==> src/rtl/pipe_stage_ctl.sv <==
// Generic pipeline-register chain with per-boundary stall, bubble insertion, flush and valid bit.
// Optional PIPE_STAGE_STATS_EN adds saturating bubble and flush event counters.
module pipe_stage_ctl #(
  parameter int unsigned       DATA_W  = 72,
  parameter int unsigned       DEPTH   = 1,
  parameter logic [DATA_W-1:0] NOP_VAL = '0
) (
  input  logic              clk,
  input  logic              rst,
  input  logic [DEPTH:0]    i_stall,
  input  logic              i_flush,
  input  logic              i_in_valid,
  input  logic [DATA_W-1:0] i_in_data,
  output logic              o_out_valid,
  output logic [DATA_W-1:0] o_out_data,
  output logic [2:0]        o_occ
`ifdef PIPE_STAGE_STATS_EN
  ,
  output logic [31:0]       o_bubble_cnt,
  output logic [15:0]       o_flush_cnt
`endif
);

  logic [DATA_W-1:0] r_data      [1:DEPTH];
  logic [DEPTH:1]    r_valid;
  logic [DATA_W-1:0] w_data_d    [1:DEPTH];
  logic [DEPTH:1]    w_valid_d;
  logic [DATA_W-1:0] w_src_data  [1:DEPTH];
  logic [DEPTH:1]    w_src_valid;
  logic [DEPTH:1]    w_bubble;
  logic [2:0]        r_occ;
  logic [2:0]        w_occ_d;

  for (genvar k = 1; k <= DEPTH; k++) begin : g_src
    if (k == 1) begin : g_head
      assign w_src_data[k]  = i_in_data;
      assign w_src_valid[k] = i_in_valid;
    end else begin : g_chain
      assign w_src_data[k]  = r_data[k-1];
      assign w_src_valid[k] = r_valid[k-1];
    end
    // Upstream frozen while downstream drains: register k must present a NOP.
    assign w_bubble[k] = i_stall[k-1] & ~i_stall[k];
  end

  always_comb begin
    for (int k = 1; k <= DEPTH; k++) begin
      w_data_d[k]  = r_data[k];
      w_valid_d[k] = r_valid[k];
      if (i_flush || w_bubble[k]) begin
        w_data_d[k]  = NOP_VAL;
        w_valid_d[k] = 1'b0;
      end else if (!i_stall[k-1]) begin
        w_data_d[k]  = w_src_data[k];
        w_valid_d[k] = w_src_valid[k];
      end
    end
  end

  always_comb begin
    w_occ_d = '0;
    for (int k = 1; k <= DEPTH; k++) begin
      w_occ_d = w_occ_d + {2'b00, w_valid_d[k]};
    end
  end

  always_ff @(posedge clk) begin
    if (rst) begin
      for (int k = 1; k <= DEPTH; k++) begin
        r_data[k] <= NOP_VAL;
      end
      r_valid <= '0;
      r_occ   <= '0;
    end else begin
      for (int k = 1; k <= DEPTH; k++) begin
        r_data[k] <= w_data_d[k];
      end
      r_valid <= w_valid_d;
      r_occ   <= w_occ_d;
    end
  end

  assign o_out_valid = r_valid[DEPTH];
  assign o_out_data  = r_data[DEPTH];
  assign o_occ       = r_occ;

`ifdef PIPE_STAGE_STATS_EN
  logic [31:0] r_bubble_cnt;
  logic [31:0] w_bubble_cnt_d;
  logic [15:0] r_flush_cnt;
  logic [15:0] w_flush_cnt_d;

  // Counters saturate rather than wrap so a long run never reads as a small count.
  always_comb begin
    w_bubble_cnt_d = r_bubble_cnt;
    w_flush_cnt_d  = r_flush_cnt;
    if (!i_flush && w_bubble[DEPTH] && (r_bubble_cnt != '1)) begin
      w_bubble_cnt_d = r_bubble_cnt + 32'd1;
    end
    if (i_flush && (r_flush_cnt != '1)) begin
      w_flush_cnt_d = r_flush_cnt + 16'd1;
    end
  end

  always_ff @(posedge clk) begin
    if (rst) begin
      r_bubble_cnt <= '0;
      r_flush_cnt  <= '0;
    end else begin
      r_bubble_cnt <= w_bubble_cnt_d;
      r_flush_cnt  <= w_flush_cnt_d;
    end
  end

  assign o_bubble_cnt = r_bubble_cnt;
  assign o_flush_cnt  = r_flush_cnt;
`endif

endmodule

==> config.mk <==
export PLATFORM = sky130hd
export DESIGN_NAME = pipe_stage_ctl
export DESIGN_NICKNAME = d
export VERILOG_FILES = /design/src/rtl/pipe_stage_ctl.sv
export SDC_FILE = /design/constraint.sdc
export NUM_CORES = 1
export LEC_CHECK = 0
export ABC_CLOCK_PERIOD_IN_PS = 950
export BUFFER_PORTS_ARGS = -buffer_cell sky130_fd_sc_hd__buf_4
export CORE_UTILIZATION = 47
export CTS_CLUSTER_DIAMETER = 30
export DETAILED_ROUTE_END_ITERATION = 16
export PLACE_DENSITY = 0.81
export SYNTH_ARGS = -nofsm -noshare
export SYNTH_HDL_FRONTEND = slang
export SYNTH_SLANG_ARGS = --single-unit
==> constraint.sdc <==
create_clock -name clk -period 0.95 [get_ports clk]
set_input_delay 0.095 -clock clk [delete_from_list [all_inputs] [get_ports clk]]
set_output_delay 0.095 -clock clk [all_outputs]
set_load 0.1 [all_outputs]
==> results.cfg, run 1 <==
[job]
cap_viol_max_count = 0

[power]
worst_ir_drop_vdd_uv = 905
switching_share = 0.340
power_w = 0.00772
powerDensity_nw_per_um2 = 1190
clockPowerShare = 0.317
pwr-share-seq = 0.404
netSwitchingPower_w = 0.00262
power_report.internal_total_w = 0.00510
p_comb_frac = 0.279
total_leakage_power_nw = 2.49

[placement]
post-dp-hpwl_um = 5360
dpl.cell_count = 553
placed_cell_area_um2 = 4730
place_congestion = 0.734
io_buffer_count = 151

[timing]
fmax_ghz = 0.981
unrepaired_setup_endpoints_after_global_routing = true
clock_skew_ns = 0
final-setup-viol-count = 74
final_period_minus_worst_setup_slack_ns = 1.02
drv_slew = 0
post_route_worst_setup_slack_ns = -0.0697
period_share = 1.07
report.final.hold_viol_count = 0

[setup_path]
timing.setup.critical_path_class = reg -> out
worst_path_cell_with_the_longest_stage_delay = sky130_fd_sc_hd__dfxtp_4
cp_cell_sequence = buf_12
crit_path_start_kind = flop
worst_path_dominant_cell_family = flip-flops
max_stage_delay_ns = 0.39
critPathArrivalTime_ns = 0.92
worst_setup_path_end_kind = output pin
crit_path_max_fanout = 3
crit_required_ns = 0.85
worstPathBufferInverterCount = 1

[cts]
clock_tree.root_cell = sky130_fd_sc_hd__clkbuf_8
sinks_on_the_clock_net = 73
clock_latency_ns = 0.35
clkSlewWorstSetupHoldPaths_ns = 0.08
h_tree_depth = 3
tritoncts.num_buffers = 9
cts.path.max_buffers = 2
cts_tree = done

[global_route]
grt-ovfl-total = 0
grt_usage = 0.333
pin_count_of_the_biggest_net_entering_global_routing = 47
grt_pass1_vias = 3556
grt_antenna_before_repair = 0
grt_first_pass_wirelength_um = 18600

[synth]
syn-instance-count = 329
synth_sequential_area_ratio = 0.443
synthesis.area_per_instance_um2 = 10.0
synth_warnings = 0
ys_seq_elements = 73
cell_variety_after_synth = 13
post_synth_instance_area_um2 = 3300

[hold_path]
worstHoldPathType = in -> reg

[drt]
vias = 3574
drcViolationCount = 0
antenna_left = 0
total_wire_length_um = 14800
post_drt_wl_per_cell_um = 23.0
first_pass_iters = 4
route.detailed.vias_per_inst = 5.53
detail_route.iter0.violations = 183

[floorplan]
die_width_um = 85.8
pin_count = 154
chipHeight_um = 85.8
effective_utilization_at_floorplan = 0.485
std_cell_core_area_um2 = 6790
floorplan.rows = 30
die-area_um2 = 7360

[finish]
cell_area_after_layout_um2 = 6480
layout-area-overhead-vs-synth_pct = 96.4
layout.cells.most_common = sky130_fd_sc_hd__buf_4
finish.cell_count_without_fillers = 646
diodes_inserted = 0
final_layout_size_suffix_gt1_frac = 0.695
finalNetCount = 623
commonest_non_fill_non_tap_cells_in_the_layout = sky130_fd_sc_hd__buf_4 (132), sky130_fd_sc_hd__buf_12 (82), sky130_fd_sc_hd__nand2b_1 (73), sky130_fd_sc_hd__dfxtp_4 (73)

[outcome]
violations = negative setup slack
outcome = finished with violations
## kinds of logic (layout without fill, tap and decap cells)
group | count (synthesis) | after routing | synth area share
and+or+nand+nor | 147 | 147 | 0.312
DFF | 73 | 73 | 0.443
other | 1 | 2 | 0.00114
AOI/OAI and AO/OA | 73 | 73 | 0.156
buffers and inverters | 35 | 255 | 0.0876
## registers in the layout, summed over array words and instances (netlist names)
register and flops:
r_data 72, o_occ 1
## power groups by stage
stage	Clock [W]	Sequential (W)	Combinational, W
2_1_floorplan	0	0.00379	0.000521
3_3_place_gp	0	0.00313	0.00161
3_5_place_dp	0	0.00313	0.00162
4_1_cts	0.00238	0.00310	0.00200
5_1_grt	0.00256	0.00313	0.00220
6_report	0.00245	0.00312	0.00215
## worst min-delay path, delay by kind of cell
family          cells  cell delay [ns]
simple gates        1             0.06
compound gates      1             0.05
buf+inv             1             0.11
## cell usage after synthesis
cell / number / area [µm²]
sky130_fd_sc_hd__nand3_1: 33 / 165
sky130_fd_sc_hd__dfxtp_1: 73 / 1460
sky130_fd_sc_hd__a21oi_2: 40 / 350
sky130_fd_sc_hd__buf_12: 5 / 100
sky130_fd_sc_hd__nand2b_1: 73 / 457
sky130_fd_sc_hd__or2_1: 1 / 6.26
sky130_fd_sc_hd__buf_4: 9 / 67.6
sky130_fd_sc_hd__clkbuf_1: 7 / 26.3
sky130_fd_sc_hd__nand3_2: 40 / 400
sky130_fd_sc_hd__buf_2: 10 / 50.1
sky130_fd_sc_hd__a21oi_1: 33 / 165
sky130_fd_sc_hd__conb_1: 1 / 3.75
sky130_fd_sc_hd__buf_6: 4 / 45.0
## layout make-up
| class | instances | area (µm²) |
|---|---|---|
| clock buffer | 10 | 128 |
| sequential | 73 | 1740 |
| clock inverter | 6 | 58.8 |
| multi-input combinational | 222 | 1550 |
| tap | 96 | 120 |
| timing repair buffer | 239 | 2880 |
| fill | 158 | 315 |
## routing by layer
layer / part of all wire / vias to the layer above / track usage
met5: 0 / - / 0
met4: 0.045 / 0 / 0.142
met3: 0.076 / 55 / 0.0866
met2: 0.52 / 239 / 0.603
met1: 0.36 / 1737 / 0.368
li1: - / 1543 / -
## per-stage QoR
stage | utilization | setup TNS [ns] | hold slack [ns] | setup slack (ns)
after global routing | 0.954 | -4.16 | 0.00670 | -0.0945
after CTS | 0.936 | -2.23 | 0.000394 | -0.0491
after detailed placement | 0.696 | 0 | 0.357 | 0.0449
after global placement | 0.696 | 0 | 0.348 | 0.0760
after floorplan | - | -0.0124 | 0.231 | -0.0124
final | 0.954 | -2.70 | 0.00109 | -0.0697
## worst paths after layout
kind | slack, ns | endpoint | from | cells past startpoint
min | 0.001 | r_data[1][25] | i_in_data[25] | 3
max | -0.07 | o_occ[0] | o_occ[0] | 1
min reg2reg | 0.52 | r_data[1][46] | r_data[1][46] | 2
max reg2reg | 0.05 | r_data[1][51] | r_data[1][51] | 3
## timing repair
item | 4_1_cts | 5_1_grt
endpoints found under the hold margin | 25 | 0
gates cloned | 0 | 0
setup buffers | 36 | 16
resized for setup | 222 | 0
hold buffers | 25 | 0
endpoints found under the setup margin | 74 | 74
Note: power is estimated with default switching activity, not from simulation.
==> run 2, diff against run 1 <==
CELL_PAD_IN_SITES_DETAIL_PLACEMENT = 1   (was default)
CELL_PAD_IN_SITES_GLOBAL_PLACEMENT = 1   (was default)
CORE_UTILIZATION = 34   (was 47)
PLACE_DENSITY = 0.8   (was 0.81)
==> results.cfg, run 2 (synthesized netlist as in run 1, its figures left out) <==
[hold_path]
worstHoldPathType = in -> reg
holdPathStages = 3

[floorplan]
chipHeight_um = 100
die_width_um = 100
std_cell_core_area_um2 = 9330
die-area_um2 = 10100
pin_count = 154
floorplan.rows = 35
effective_utilization_at_floorplan = 0.354

[power]
powerDensity_nw_per_um2 = 1160
worst_ir_drop_vdd_uv = 568
total_leakage_power_nw = 2.43
power_w = 0.00734

[cts]
sinks_on_the_clock_net = 73
clock_tree.root_cell = sky130_fd_sc_hd__clkbuf_8
clkSlewWorstSetupHoldPaths_ns = 0.09
cts.path.max_buffers = 2
clock_latency_ns = 0.35
h_tree_depth = 3
cts_tree = done
tritoncts.num_buffers = 9

[timing]
fmax_ghz = 0.957
period_share = 1.10
report.final.hold_viol_count = 3
clock_skew_ns = 0
finalHoldWorstSlack_ns = -0.00377
final-setup-viol-count = 74
drv_slew = 0
final_period_minus_worst_setup_slack_ns = 1.04
unrepaired_setup_endpoints_after_global_routing = true
fin_tns_setup_ns = -2.72
post_route_worst_setup_slack_ns = -0.0945

[setup_path]
critPathArrivalTime_ns = 0.95
max_stage_delay_ns = 0.40
worst_path_dominant_cell_family = flip-flops
cp_num_cells = 1
timing.setup.critical_path_class = reg -> out
crit_path_start_kind = flop
timing.reg2reg.worst_path_depth = 4
worstPathBufferInverterCount = 1
worst_path_cell_with_the_longest_stage_delay = sky130_fd_sc_hd__dfxtp_4
crit_path_max_fanout = 3
crit_required_ns = 0.85
worst_setup_path_end_kind = output pin
cp_cell_sequence = buf_12

[global_route]
grt_first_pass_wirelength_um = 19400
grt_usage = 0.254
grt-ovfl-total = 0
grt_antenna_before_repair = 0
grt_pass1_vias = 3498
pin_count_of_the_biggest_net_entering_global_routing = 56

[finish]
layout-area-overhead-vs-synth_pct = 92.1
layout.cells.most_common = sky130_fd_sc_hd__buf_4
commonest_non_fill_non_tap_cells_in_the_layout = sky130_fd_sc_hd__buf_4 (140), sky130_fd_sc_hd__buf_12 (81), sky130_fd_sc_hd__nand2b_1 (73), sky130_fd_sc_hd__dfxtp_4 (73)
multiInputGateArea_um2 = 1550
max_flop_register = r_data
largest_reg_flops = 72
finalNetCount = 611
final_layout_size_suffix_gt1_frac = 0.717
diodes_inserted = 0
final_util = 0.679
seqCellArea_um2 = 1740
layout.filler_cells = 963

[drt]
antenna_left = 0
post_drt_wl_per_cell_um = 21.7
vias = 3254
detail_route.iter0.violations = 117
total_wire_length_um = 14400
route.detailed.vias_per_inst = 4.88
first_pass_iters = 4
drcViolationCount = 0

[outcome]
outcome = finished with violations
violations = negative hold slack, negative setup slack

[placement]
place_congestion = 0.703
post-dp-hpwl_um = 6430
io_buffer_count = 151

[job]
cap_viol_max_count = 0
run 2: path summary, 6_finish.rpt:
kind | start | endpoint | slack, ns
worst min-delay path | i_in_data[60] | r_data[1][60] | -0.004
worst max register to register | r_data[1][6] | r_data[1][6] | 0
worst min register to register | r_data[1][30] | r_data[1][30] | 0.51
worst max-delay path | o_occ[0] | o_occ[0] | -0.09
run 2: power breakdown:
part / leakage (nW) / switching (W) / internal [W]
sequential: 0.649 / 0.000111 / 0.00301
combinational: 1.70 / 0.00122 / 0.000844
clock: 0.0800 / 0.00125 / 0.000908
total: 2.43 / 0.00258 / 0.00476
run 2: timing repair:
item | in CTS | in global routing
pin swaps | 0 | 0
buffers inserted | 39 | 20
hold buffers | 6 | 0
setup endpoints to repair | 74 | 74
endpoints found under the hold margin | 6 | 0
gates resized for setup | 222 | 0
run 2: final cells by class:
| cell class | instances | share of cell area |
|---|---|---|
| Clock inverter | 6 | 0.00395 |
| Multi-Input combinational cell | 222 | 0.245 |
| Timing Repair Buffer | 227 | 0.431 |
| Sequential cell | 73 | 0.274 |
| Clock buffer | 10 | 0.0201 |
| Tap cell | 129 | 0.0255 |
run 2: stage by stage:
| stage | worst slack [ns] | instances | cell area (µm²) |
|---|---|---|---|
| 3_3_place_gp | 0.0717 | 586 | 4750 |
| 4_1_cts | -0.0464 | 647 | 6190 |
| 5_1_grt | -0.107 | 667 | 6340 |
| 3_5_place_dp | -0.00313 | 586 | 4750 |
| 6_report | -0.0945 | 667 | 6340 |
| 2_1_floorplan | -0.0124 | 330 | 3580 |
run 2: routing by layer:
metal / track usage / part of all wire / vias to the layer above
met2: 0.476 / 0.54 / 109
met5: 0 / 0 / -
met3: 0.0645 / 0.061 / 21
met1: 0.278 / 0.38 / 1609
li1: - / - / 1515
met4: 0.0792 / 0.021 / 0
==> run 3, diff against run 2 <==
CORE_ASPECT_RATIO = 1.25   (was default)
==> results.cfg, run 3 (synthesized netlist as in run 1, its figures left out) <==
[outcome]
outcome = finished with violations
violations = negative setup slack

[setup_path]
crit_path_start_kind = flop
worst_path_dominant_cell_family = flip-flops
crit_required_ns = 0.85
worst_setup_path_end_kind = output pin
cp_cell_sequence = buf_12
worst_path_cell_with_the_longest_stage_delay = sky130_fd_sc_hd__dfxtp_4
crit_path_max_fanout = 3
worstPathBufferInverterCount = 1
max_stage_delay_ns = 0.38
timing.setup.critical_path_class = reg -> out
critPathArrivalTime_ns = 0.88

[timing]
period_share = 1.03
final-setup-viol-count = 41
fmax_ghz = 1.03
post_route_worst_setup_slack_ns = -0.0249
report.final.hold_viol_count = 0
final_period_minus_worst_setup_slack_ns = 0.975
unrepaired_setup_endpoints_after_global_routing = true
finalHoldWorstSlack_ns = 0.0224
clock_skew_ns = 0
drv_slew = 0

[global_route]
pin_count_of_the_biggest_net_entering_global_routing = 49
grt_pass1_vias = 3413
grt-ovfl-total = 0
gr_met1_demand_resource = 0.269
use_met2 = 0.437
grt_usage = 0.234
grt_first_pass_wirelength_um = 18400
grt_busiest_layer = met2
gr-usage-met3 = 0.0291
grt_antenna_before_repair = 0

[cts]
cts.path.max_buffers = 2
cts_tree = done
h_tree_depth = 3
clkSlewWorstSetupHoldPaths_ns = 0.06
clock_latency_ns = 0.33
sinks_on_the_clock_net = 73
post_cts_hold_buffer_count = 0
clock_tree.root_cell = sky130_fd_sc_hd__clkbuf_16
tritoncts.num_buffers = 9

[floorplan]
die-area_um2 = 10100
effective_utilization_at_floorplan = 0.356
std_cell_core_area_um2 = 9270
chipHeight_um = 112
pin_count = 154
die_width_um = 90.1
floorplan.rows = 39

[placement]
dpl.cell_count = 578
io_buffer_count = 151
post-dp-hpwl_um = 6300
place_congestion = 0.705

[finish]
final_util = 0.678
layout.cells.most_common = sky130_fd_sc_hd__buf_4
max_flop_register = r_data
finish.cell_count_without_fillers = 644
largest_reg_flops = 72
layout-area-overhead-vs-synth_pct = 90.6
commonest_non_fill_non_tap_cells_in_the_layout = sky130_fd_sc_hd__buf_4 (129), sky130_fd_sc_hd__buf_12 (81), sky130_fd_sc_hd__nand2b_1 (73), sky130_fd_sc_hd__dfxtp_4 (73)
diodes_inserted = 0
finalNetCount = 594
final_layout_size_suffix_gt1_frac = 0.720

[power]
p_comb_frac = 0.246
netSwitchingPower_w = 0.00254
power_report.internal_total_w = 0.00555
powerDensity_nw_per_um2 = 1290
switching_share = 0.314
clockPowerShare = 0.368
pwr-share-seq = 0.386
total_leakage_power_nw = 2.39
worst_ir_drop_vdd_uv = 795

[drt]
first_pass_iters = 4
route.detailed.vias_per_inst = 4.86
drcViolationCount = 0
vias = 3132
total_wire_length_um = 12500
post_drt_wl_per_cell_um = 19.4
antenna_left = 0
detail_route.iter0.violations = 110

[job]
cap_viol_max_count = 0

[hold_path]
worstHoldPathType = in -> reg
-- run 3: changes by cell type in the layout (fill, tap and decap cells not counted) --
cell	delta
sky130_fd_sc_hd__clkbuf_16	+9
sky130_fd_sc_hd__buf_4	-11
sky130_fd_sc_hd__clkbuf_8	-9
sky130_fd_sc_hd__dlygate4sd3_1	-6
-- run 3: layout make-up --
type / count / area [µm²]
clock buffers: 10 / 229
clock inverters: 6 / 25.0
fillers: 932 / 2980
multi-input cells: 222 / 1550
flip-flops and latches: 73 / 1740
well taps: 123 / 154
repair buffers: 210 / 2590
-- run 3: metrics by stage --
stage	setup slack, ns	instance area, µm²	power, W	setup TNS (ns)
2_1_floorplan	-0.0124	3580	0.00431	-0.0124
3_3_place_gp	0.0746	4730	0.00474	0
3_5_place_dp	0.0286	4730	0.00477	0
4_1_cts	-0.0330	6180	0.00804	-0.585
5_1_grt	-0.0505	6290	0.00840	-1.75
6_report	-0.0249	6290	0.00808	-0.266
-- run 3: layer usage --
layer  routed length (µm)  vias up
met3                  513       18
met4                  265        0
li1                     -     1486
met1                 4910     1525
met2                 6820      103
met5                    0        -
-- run 3: final timing paths --
check	startpoint	to	slack [ns]	cells after the start
setup / recovery	o_occ[0]	o_out_valid	-0.02	1
hold / removal	i_in_data[13]	r_data[1][13]	0.02	3
setup reg to reg	r_data[1][62]	r_data[1][62]	0.03	4
hold reg to reg	r_data[1][68]	r_data[1][68]	0.51	2
-- run 3: power groups by stage --
stage,logic (W),clock network [W],registers (W)
6_report,0.00199,0.00297,0.00312
5_1_grt,0.00207,0.00320,0.00313
4_1_cts,0.00193,0.00300,0.00311
3_5_place_dp,0.00163,0,0.00314
3_3_place_gp,0.00161,0,0.00313
2_1_floorplan,0.000521,0,0.00379
-- run 3: timing repair --
item | 4_1_cts | 5_1_grt
resized for setup | 222 | 0
setup endpoints to repair | 74 | 74
buffers inserted | 36 | 14
hold endpoints to repair | 0 | 0
